`src/rtl/change_dispenser.sv`:
```
// Change dispenser: pays out owed change greedily from 5/2/1-unit coin stocks,
// presenting one coin at a time to the coin mechanism and waiting for its ack.
module change_dispenser (
  input  logic       clk,
  input  logic       rst_n,
  input  logic       done_in,
  input  logic [3:0] change_in,
  input  logic       coin_ack,
  input  logic       refill_en,
  input  logic [1:0] refill_sel,
  input  logic [3:0] refill_qty,
  input  logic       clr_fault,
  output logic       coin_valid,
  output logic [1:0] coin_type,
  output logic [3:0] remaining,
  output logic       busy,
  output logic       change_done,
  output logic       fault,
  output logic [3:0] stock1,
  output logic [3:0] stock2,
  output logic [3:0] stock5,
  output logic [2:0] state
);

  typedef enum logic [2:0] {
    ST_IDLE   = 3'd0,
    ST_SELECT = 3'd1,
    ST_ISSUE  = 3'd2,
    ST_DONE   = 3'd3,
    ST_FAULT  = 3'd4
  } state_t;

  localparam logic [1:0] COIN_NONE = 2'b00;
  localparam logic [1:0] COIN_1    = 2'b01;
  localparam logic [1:0] COIN_2    = 2'b10;
  localparam logic [1:0] COIN_5    = 2'b11;

  state_t     state_r, state_nxt_s;
  logic       done_q_r;
  logic [3:0] rem_r, rem_nxt_s;
  logic [3:0] stock1_r, stock1_nxt_s;
  logic [3:0] stock2_r, stock2_nxt_s;
  logic [3:0] stock5_r, stock5_nxt_s;
  logic [1:0] coin_type_r, coin_type_nxt_s;
  logic       coin_valid_r, busy_r, change_done_r, fault_r;
  logic       start_s;
  logic [1:0] sel_type_s;
  logic [3:0] rem_after_ack_s;

  // Saturating 4-bit add used by refill.
  function automatic logic [3:0] sat_add(input logic [3:0] a, input logic [3:0] b);
    logic [4:0] sum;
    sum = {1'b0, a} + {1'b0, b};
    return (sum > 5'd15) ? 4'd15 : sum[3:0];
  endfunction

  // Unit value of an encoded coin type.
  function automatic logic [3:0] coin_value(input logic [1:0] ct);
    logic [3:0] v;
    case (ct)
      COIN_1:  v = 4'd1;
      COIN_2:  v = 4'd2;
      COIN_5:  v = 4'd5;
      default: v = 4'd0;
    endcase
    return v;
  endfunction

  assign start_s         = done_in & ~done_q_r;
  assign rem_after_ack_s = rem_r - coin_value(coin_type_r);

  // Greedy selection: largest denomination that fits and is in stock.
  always_comb begin
    sel_type_s = COIN_NONE;
    if (rem_r >= 4'd5 && stock5_r != 4'd0) begin
      sel_type_s = COIN_5;
    end else if (rem_r >= 4'd2 && stock2_r != 4'd0) begin
      sel_type_s = COIN_2;
    end else if (rem_r >= 4'd1 && stock1_r != 4'd0) begin
      sel_type_s = COIN_1;
    end else begin
      sel_type_s = COIN_NONE;
    end
  end

  // Next-state, datapath and stock update logic.
  always_comb begin
    state_nxt_s     = state_r;
    rem_nxt_s       = rem_r;
    stock1_nxt_s    = stock1_r;
    stock2_nxt_s    = stock2_r;
    stock5_nxt_s    = stock5_r;
    coin_type_nxt_s = coin_type_r;

    case (state_r)
      ST_IDLE: begin
        if (start_s) begin
          if (change_in != 4'd0) begin
            rem_nxt_s   = change_in;
            state_nxt_s = ST_SELECT;
          end else begin
            state_nxt_s = ST_DONE;
          end
        end else begin
          state_nxt_s = ST_IDLE;
        end
      end
      ST_SELECT: begin
        if (sel_type_s != COIN_NONE) begin
          coin_type_nxt_s = sel_type_s;
          state_nxt_s     = ST_ISSUE;
        end else begin
          state_nxt_s = ST_FAULT;
        end
      end
      ST_ISSUE: begin
        if (coin_ack) begin
          rem_nxt_s       = rem_after_ack_s;
          coin_type_nxt_s = COIN_NONE;
          case (coin_type_r)
            COIN_1:  stock1_nxt_s = stock1_r - 4'd1;
            COIN_2:  stock2_nxt_s = stock2_r - 4'd1;
            COIN_5:  stock5_nxt_s = stock5_r - 4'd1;
            default: stock1_nxt_s = stock1_r;
          endcase
          state_nxt_s = (rem_after_ack_s == 4'd0) ? ST_DONE : ST_SELECT;
        end else begin
          state_nxt_s = ST_ISSUE;
        end
      end
      ST_DONE: begin
        state_nxt_s = ST_IDLE;
      end
      ST_FAULT: begin
        if (clr_fault) begin
          rem_nxt_s   = 4'd0;
          state_nxt_s = ST_IDLE;
        end else begin
          state_nxt_s = ST_FAULT;
        end
      end
      default: begin
        state_nxt_s     = ST_IDLE;
        rem_nxt_s       = 4'd0;
        coin_type_nxt_s = COIN_NONE;
      end
    endcase

    // Refill is only honoured while no payout is in progress.
    if (refill_en && (state_r == ST_IDLE || state_r == ST_FAULT)) begin
      case (refill_sel)
        COIN_1:  stock1_nxt_s = sat_add(stock1_r, refill_qty);
        COIN_2:  stock2_nxt_s = sat_add(stock2_r, refill_qty);
        COIN_5:  stock5_nxt_s = sat_add(stock5_r, refill_qty);
        default: stock1_nxt_s = stock1_r;
      endcase
    end else begin
      stock5_nxt_s = stock5_nxt_s;
    end
  end

  // State, datapath and registered output flags.
  always_ff @(posedge clk) begin
    if (!rst_n) begin
      state_r       <= ST_IDLE;
      done_q_r      <= 1'b0;
      rem_r         <= 4'd0;
      stock1_r      <= 4'd0;
      stock2_r      <= 4'd0;
      stock5_r      <= 4'd0;
      coin_type_r   <= COIN_NONE;
      coin_valid_r  <= 1'b0;
      busy_r        <= 1'b0;
      change_done_r <= 1'b0;
      fault_r       <= 1'b0;
    end else begin
      state_r       <= state_nxt_s;
      done_q_r      <= done_in;
      rem_r         <= rem_nxt_s;
      stock1_r      <= stock1_nxt_s;
      stock2_r      <= stock2_nxt_s;
      stock5_r      <= stock5_nxt_s;
      coin_type_r   <= coin_type_nxt_s;
      coin_valid_r  <= (state_nxt_s == ST_ISSUE);
      busy_r        <= (state_nxt_s == ST_SELECT) || (state_nxt_s == ST_ISSUE) ||
                       (state_nxt_s == ST_DONE);
      change_done_r <= (state_nxt_s == ST_DONE);
      fault_r       <= (state_nxt_s == ST_FAULT);
    end
  end

  assign state       = state_r;
  assign remaining   = rem_r;
  assign stock1      = stock1_r;
  assign stock2      = stock2_r;
  assign stock5      = stock5_r;
  assign coin_type   = coin_type_r;
  assign coin_valid  = coin_valid_r;
  assign busy        = busy_r;
  assign change_done = change_done_r;
  assign fault       = fault_r;

endmodule

```
`config.mk`:
```
export PLATFORM = sky130hd
export DESIGN_NAME = change_dispenser
export DESIGN_NICKNAME = d
export VERILOG_FILES = /design/src/rtl/change_dispenser.sv
export SDC_FILE = /design/constraint.sdc
export NUM_CORES = 1
export LEC_CHECK = 0
export ABC_AREA = 1
export CORE_ASPECT_RATIO = 0.9
export CORE_MARGIN = 2
export CORE_UTILIZATION = 33
export DETAILED_ROUTE_END_ITERATION = 7
export GPL_TIMING_DRIVEN = 0
export PLACE_DENSITY = 0.52
export SKIP_CTS_REPAIR_TIMING = 1
export SLEW_MARGIN = 40
export SYNTH_ARGS = -nofsm -noshare
export SYNTH_HDL_FRONTEND = slang
export SYNTH_SLANG_ARGS = --single-unit
```
`constraint.sdc`:
```
create_clock -name clk -period 4.05 [get_ports clk]
set_clock_uncertainty 0.2 [all_clocks]
set_input_delay 0.81 -clock clk [delete_from_list [all_inputs] [get_ports clk]]
set_output_delay 0.81 -clock clk [all_outputs]
set_load 0.005 [all_outputs]
```
==> reports/results.tsv, run 1 <==
stage	metric	value	unit
routing	Vias/cell	4.63	
yosys	EDFF count, synth	0	
yosys	synth unique cells	33	
yosys	synthesized instance count	303	
timing	RSZ-0062 raised after global routing	false	
place	placed cell area	2610	um^2
worst_setup_path	CP Max Fanout	4	
worst_setup_path	Worst EP required	4.08	ns
routing	Pre-Repair DR Iteration Count	4	
cells_and_area	share of post-route cells with drive strength above 1	0.112	
timing	Slew headroom	0.735	
worst_setup_path	CP most frequent cell	inv_1	
yosys	ys async rst share	0	
global_routing	GRT met1 Usage	0.241	
routing	antenna viol nets, final	0	
global_routing	largest net degree at the start of global routing	16	
place	dpl hpwl	4.34	mm
cts	root buf cell	clkbuf_8	
yosys	Post-synth top cells	nand2_1 (53), inv_1 (46), nor2_1 (30)	
worst_setup_path	critical path's slowest cell	clkdlybuf4s50_1	
die	Core Region	6150	um^2
power	Pleak	1.24	nW
cts	TritonCTS clock tree	yes	
global_routing	gr usage total	0.158	
routing	final WL	5.24	mm
place	Place WS	1.03	ns
worst_setup_path	nature of the critical path endpoint	flop	
timing	Final Hold Viols	0	
global_routing	GRT Max-Usage Layer	met1	
cts	H-tree Lvls	1	
global_routing	antenna violations before repair	0	
die	io pins	41	
global_routing	vias in the first global route	1782	
yosys	most frequent cell after synthesis	nand2_1	
timing	final worst path period need	2.71	ns
cells_and_area	register area	520	um^2
cts	Inserted Clock Buffers	3	
cells_and_area	nets	386	
cells_and_area	Area Overhead vs Synth	27.6	%
worst_setup_path	critical path, cell by cell	clkdlybuf4s50_1 -> inv_1 -> fa_1 -> o21ai_0 -> nor2_2 -> a21oi_1 -> o21ai_1 -> inv_1	
timing	Setup WS post-layout	1.34	ns
timing	fin crit share	0.670	
yosys	top_reg_cell synth	dfxtp_1	
power	PwrDens	343	nW/um^2
run_status	status	complete, no violations	
die	Die Y	79.7	um
global_routing	Congestion Overflow GR	0	
yosys	syn avg cell area	6.93	um^2
global_routing	GRT met2 Usage	0.239	
yosys	mapped cell area	2100	um^2
place	number of port buffers	40	
die	Die ar.	7020	um^2
timing	aggregate negative setup slack	0	ns
yosys	Synth area leader	dfxtp_1	
yosys	sequential area share after synthesis	0.248	
routing	Remaining DRCs	0	
die	Die X	88.1	um
cts	Worst-Skew Late Latency	0.27	ns
timing	Max Fclk	369	MHz
worst_setup_path	critical path type	in2reg	
timing	hold slack	0.319	ns
cells_and_area	final instance area	2680	um^2
cts	Longest Clk Path Bufs	2	
power	Worst VDD drop	0.175	mV
worst_setup_path	Critical Path Max Stage Delay	0.57	ns
global_routing	first-pass GRT wire length	8.64	mm
worst_hold_path	HP Class	reg2reg	
cells_and_area	fillers	676	
place	routability cong.	0.819	
cts	Clock Pin Slew Worst Setup and Hold Paths	0.10	ns
worst_setup_path	Critical Path AT	2.74	ns
routing	via count	2008	
yosys	Synth Register Bits	26	
worst_setup_path	critical path launch point type	primary input	
routing	DR iter-0 viols	47	
cts	TritonCTS Sinks	26	
job	maxcap violations	0	
die	# rows	27	
timing	final slew viol count	0	
timing	setup violators final	0	
yosys	syn nets	341	
cells_and_area	Multi-input gate area	1360	um^2
yosys	area share of the largest cell type after synthesis	0.248	
routing	drt wl/cell	12.1	um
worst_setup_path	Crit path max-delay family	buffers and inverters	
worst_setup_path	CP bufs+invs	3	
yosys	Synth area leaders	dfxtp_1 (25%), ha_1 (11%), nand2_1 (9.5%)	
die	Starting Density	0.342	
timing	Slew @ Worst Pin	0.396	ns
power	Total Power	0.920	mW
yosys	yosys warns	0	
cells_and_area	antenna diode count	0	
global_routing	grt met3 use	0.0279	
-- through the flow --
stage / cells / utilization
after CTS: 434 / 0.436
after detailed placement: 430 / 0.425
after global routing: 434 / 0.436
after global placement: 430 / 0.425
after floorplan: 303 / -
final: 434 / 0.436
-- report_power, final --
part	switching (mW)	leakage, nW	internal (mW)
combinational	0.208	0.995	0.165
sequential	0.0389	0.213	0.286
clock	0.0894	0.0357	0.132
-- worst min-delay path, cell delays in order, from the launching register on --
cell and delay (ns):
dfxtp_1 0.35, nand2_1 0.07, a21oi_1 0.05
-- cells in the final DEF, fill, tap and decap left out, drive strengths merged --
cell type      count
a21oi             25
and3               1
buf                1
bufinv             1
clkbuf             4
clkdlybuf4s50     40
clkinv             1
dfxtp             26
fa                 4
ha                18
inv               55
nand2             61
nand3             26
nand3b             2
nand4              6
nor2              41
nor3               8
o211ai             1
o21ai             17
o22ai              1
o31ai              1
xnor2              1
xor2               6
-- cells by family after synthesis --
group	share of synthesized area
simple gates	0.360
flops	0.248
compound gates	0.112
fa+ha+maj	0.145
xor+xnor	0.0292
buf+inv	0.105
-- layer usage --
| layer | up-vias | routed length [um] |
|---|---|---|
| met5 | - | 0 |
| met4 | 0 | 30 |
| met3 | 2 | 203 |
| met2 | 44 | 2240 |
| met1 | 890 | 2770 |
| li1 | 1072 | - |
-- flip-flops by register name (all words and copies together), names as in the netlist --
register and flops:
change_done 1, done_q_r 1, stock2 4, stock5 4, remaining 4, coin_type 2
stock1 4, busy 1, fault 1, coin_valid 1, state 3
-- layout make-up --
type	count	share of cell area
flip-flops and latches	26	0.194
clock inverters	1	0.0112
inverters	56	0.0793
plain buffers	2	0.00327
clock buffers	3	0.0154
multi-input cells	219	0.507
repair buffers	40	0.149
well taps	87	0.0406
-- final timing paths --
check / startpoint / slack, ns / end / cells past startpoint
setup / recovery: refill_qty[1] / 1.34 / stock5[1]$_SDFF_PN0_ / 8
hold / removal: coin_type[1]$_SDFFE_PN0P_ / 0.32 / coin_type[1]$_SDFFE_PN0P_ / 2
setup reg to reg: coin_type[1]$_SDFFE_PN0P_ / 1.91 / coin_valid$_SDFF_PN0_ / 9
hold reg to reg: coin_type[1]$_SDFFE_PN0P_ / 0.32 / coin_type[1]$_SDFFE_PN0P_ / 2
No activity file was read; power rests on OpenSTA's default activity.
==> run 2, diff against run 1 <==
==> constraint.sdc (replaced) <==
create_clock -name clk -period 2.5 [get_ports clk]
set_clock_uncertainty 0.2 [all_clocks]
set_input_delay 0.5 -clock clk [delete_from_list [all_inputs] [get_ports clk]]
set_output_delay 0.5 -clock clk [all_outputs]
set_load 0.005 [all_outputs]
==> reports/results.tsv, run 2 (same netlist as run 1, synthesis figures left out) <==
stage	metric	value	unit	change
die	Core Region	6150	um^2	unchanged
worst_setup_path	worst reg-to-reg setup slack	0.36	ns	-1.55 ns
worst_setup_path	Critical Path Max Stage Delay	0.59	ns	+0.02 ns
timing	Final Hold Viols	0		unchanged
cells_and_area	Util after Layout	0.437		+0.000814
worst_setup_path	critical path's slowest cell	clkdlybuf4s50_1		
timing	setup violators final	0		unchanged
cells_and_area	fillers	676		unchanged
worst_setup_path	Worst EP required	2.50	ns	-1.58 ns
worst_setup_path	Crit path max-delay family	buffers and inverters		
routing	drt wl/cell	12.1	um	+0.27%
timing	Slew @ Worst Pin	0.396	ns	+0.00000238 ns
worst_hold_path	Worst Hold End	coin_type[1]$_SDFFE_PN0P_		
place	routability cong.	0.819		unchanged
worst_setup_path	R2R cell count	9		unchanged
cts	TritonCTS clock tree	yes		
global_routing	gr usage total	0.158		unchanged
place	dpl hpwl	4.34	mm	unchanged
die	# rows	27		unchanged
worst_setup_path	CP Max Fanout	4		unchanged
die	io pins	41		unchanged
power	Pleak	1.25	nW	+0.47%
cells_and_area	nets	386		unchanged
timing	hold slack	0.317	ns	-0.00146 ns
cells_and_area	most common cell after layout, fill and taps aside	nand2_1		
timing	Max Fclk	425	MHz	
place	number of port buffers	40		unchanged
worst_setup_path	Worst R2R End	coin_valid$_SDFF_PN0_		
routing	antenna viol nets, final	0		unchanged
power	Worst VDD drop	0.283	mV	+62%
power	Total Power	1.49	mW	+62%
job	maxcap violations	0		unchanged
routing	Remaining DRCs	0		unchanged
die	Die X	88.1	um	unchanged
global_routing	antenna violations before repair	0		unchanged
routing	DR iter-0 viols	49		+4.3%
global_routing	vias in the first global route	1782		unchanged
die	Starting Density	0.342		unchanged
cts	Clock Pin Slew Worst Setup and Hold Paths	0.10	ns	about the same
timing	Slew headroom	0.735		about the same
timing	aggregate negative setup slack	0	ns	unchanged
cts	Inserted Clock Buffers	3		unchanged
timing	final slew viol count	0		unchanged
cells_and_area	antenna diode count	0		unchanged
cts	Worst-Skew Late Latency	0.27	ns	about the same
routing	Pre-Repair DR Iteration Count	4		unchanged
routing	final WL	5.26	mm	+0.27%
cells_and_area	Area Overhead vs Synth	27.9	%	
cells_and_area	most frequent cells in the layout	nand2_1 (53), inv_1 (45), clkdlybuf4s50_1 (39)		
worst_setup_path	nature of the critical path endpoint	flop		
cts	TritonCTS Sinks	26		unchanged
worst_setup_path	critical path type	in2reg		
timing	fin crit share	0.941		
worst_hold_path	HP Class	reg2reg		
power	PwrDens	555	nW/um^2	+62%
cts	Longest Clk Path Bufs	2		unchanged
timing	RSZ-0062 raised after global routing	false		
worst_setup_path	Critical Path AT	2.36	ns	-0.38 ns
worst_setup_path	FF-to-FF Start	coin_type[1]$_SDFFE_PN0P_		
global_routing	first-pass GRT wire length	8.64	mm	unchanged
worst_hold_path	worst min-delay path startpoint	coin_type[1]$_SDFFE_PN0P_		
cells_and_area	final instance area	2690	um^2	+0.19%
die	Die ar.	7020	um^2	unchanged
run_status	status	complete, no violations		
worst_hold_path	hold path depth	2		unchanged
place	placed cell area	2610	um^2	unchanged
routing	via count	1992		-0.80%
worst_setup_path	CP bufs+invs	3		unchanged
worst_setup_path	critical path, cell by cell	clkdlybuf4s50_1 -> inv_2 -> fa_1 -> inv_1 -> nand2_1 -> a21oi_1 -> nor2_1 -> a21oi_1 -> nand2_1 -> a21oi_1		
worst_setup_path	critical path launch point type	primary input		
timing	final worst path period need	2.35	ns	
routing	Vias/cell	4.59		-0.80%
global_routing	largest net degree at the start of global routing	16		unchanged
cts	root buf cell	clkbuf_8		
global_routing	Congestion Overflow GR	0		unchanged
cts	H-tree Lvls	1		unchanged
worst_setup_path	CP most frequent cell	a21oi_1		
worst_setup_path	Levels on crit path	10		+2
die	Die Y	79.7	um	unchanged
cells_and_area	share of post-route cells with drive strength above 1	0.118		+0.00576
run 2: changes by cell type in the layout (fill, tap and decap cells not counted), sizes merged:
cell           delta
clkdlybuf4s50     -1
dlymetal6s2s      +1
run 2: power by group:
part	total (mW)	internal, mW	switching (mW)	leakage [nW]
Clock	0.360	0.214	0.145	0.0357
Sequential	0.527	0.463	0.0631	0.213
Combinational	0.605	0.268	0.337	1.00
Total	1.49	0.946	0.546	1.25
run 2: through the flow:
step           std cells  setup slack, ns
6_report             434            0.148
5_1_grt              434           0.0394
4_1_cts              434           0.0883
3_5_place_dp         430           -0.213
3_3_place_gp         430           -0.215
2_1_floorplan        303            0.589
run 2: layout make-up:
type / count / area, um^2 / area share
clock buffers: 3 / 41.3 / 0.0154
multi-input cells: 219 / 1360 / 0.507
inverters: 56 / 213 / 0.0792
plain buffers: 2 / 8.76 / 0.00326
well taps: 87 / 109 / 0.0405
repair buffers: 40 / 403 / 0.150
clock inverters: 1 / 30.0 / 0.0112
flip-flops and latches: 26 / 520 / 0.194
run 2: worst max-delay path by stage:
stage | from | end | slack (ns)
4_1_cts | refill_qty[1] | stock1[3]$_SDFFE_PN0P_ | 0.09
6_report | refill_qty[1] | stock1[3]$_SDFFE_PN0P_ | 0.15
3_5_place_dp | refill_qty[1] | stock5[1]$_SDFF_PN0_ | -0.21
3_3_place_gp | refill_qty[1] | stock5[1]$_SDFF_PN0_ | -0.22
2_1_floorplan | refill_qty[0] | stock1[3]$_SDFFE_PN0P_ | 0.59
5_1_grt | refill_qty[1] | stock1[3]$_SDFFE_PN0P_ | 0.04
run 2: per-layer routing:
layer  vias up  GRT usage  wire, um
met3         2     0.0279       198
met5         -          0         0
met4         0     0.0182        30
li1       1071          -         -
met2        35      0.239      2240
met1       884      0.241      2790
run 2: worst register-to-register path: stages (launching register included):
cell and delay, ns:
dfxtp_1 0.40, inv_1 0.08, nor2_1 0.32, fa_1 0.50
nand4_1 0.12, nor2_1 0.05, nand3_1 0.13, nand3_2 0.12
nand2_1 0.07, nor2_1 0.04
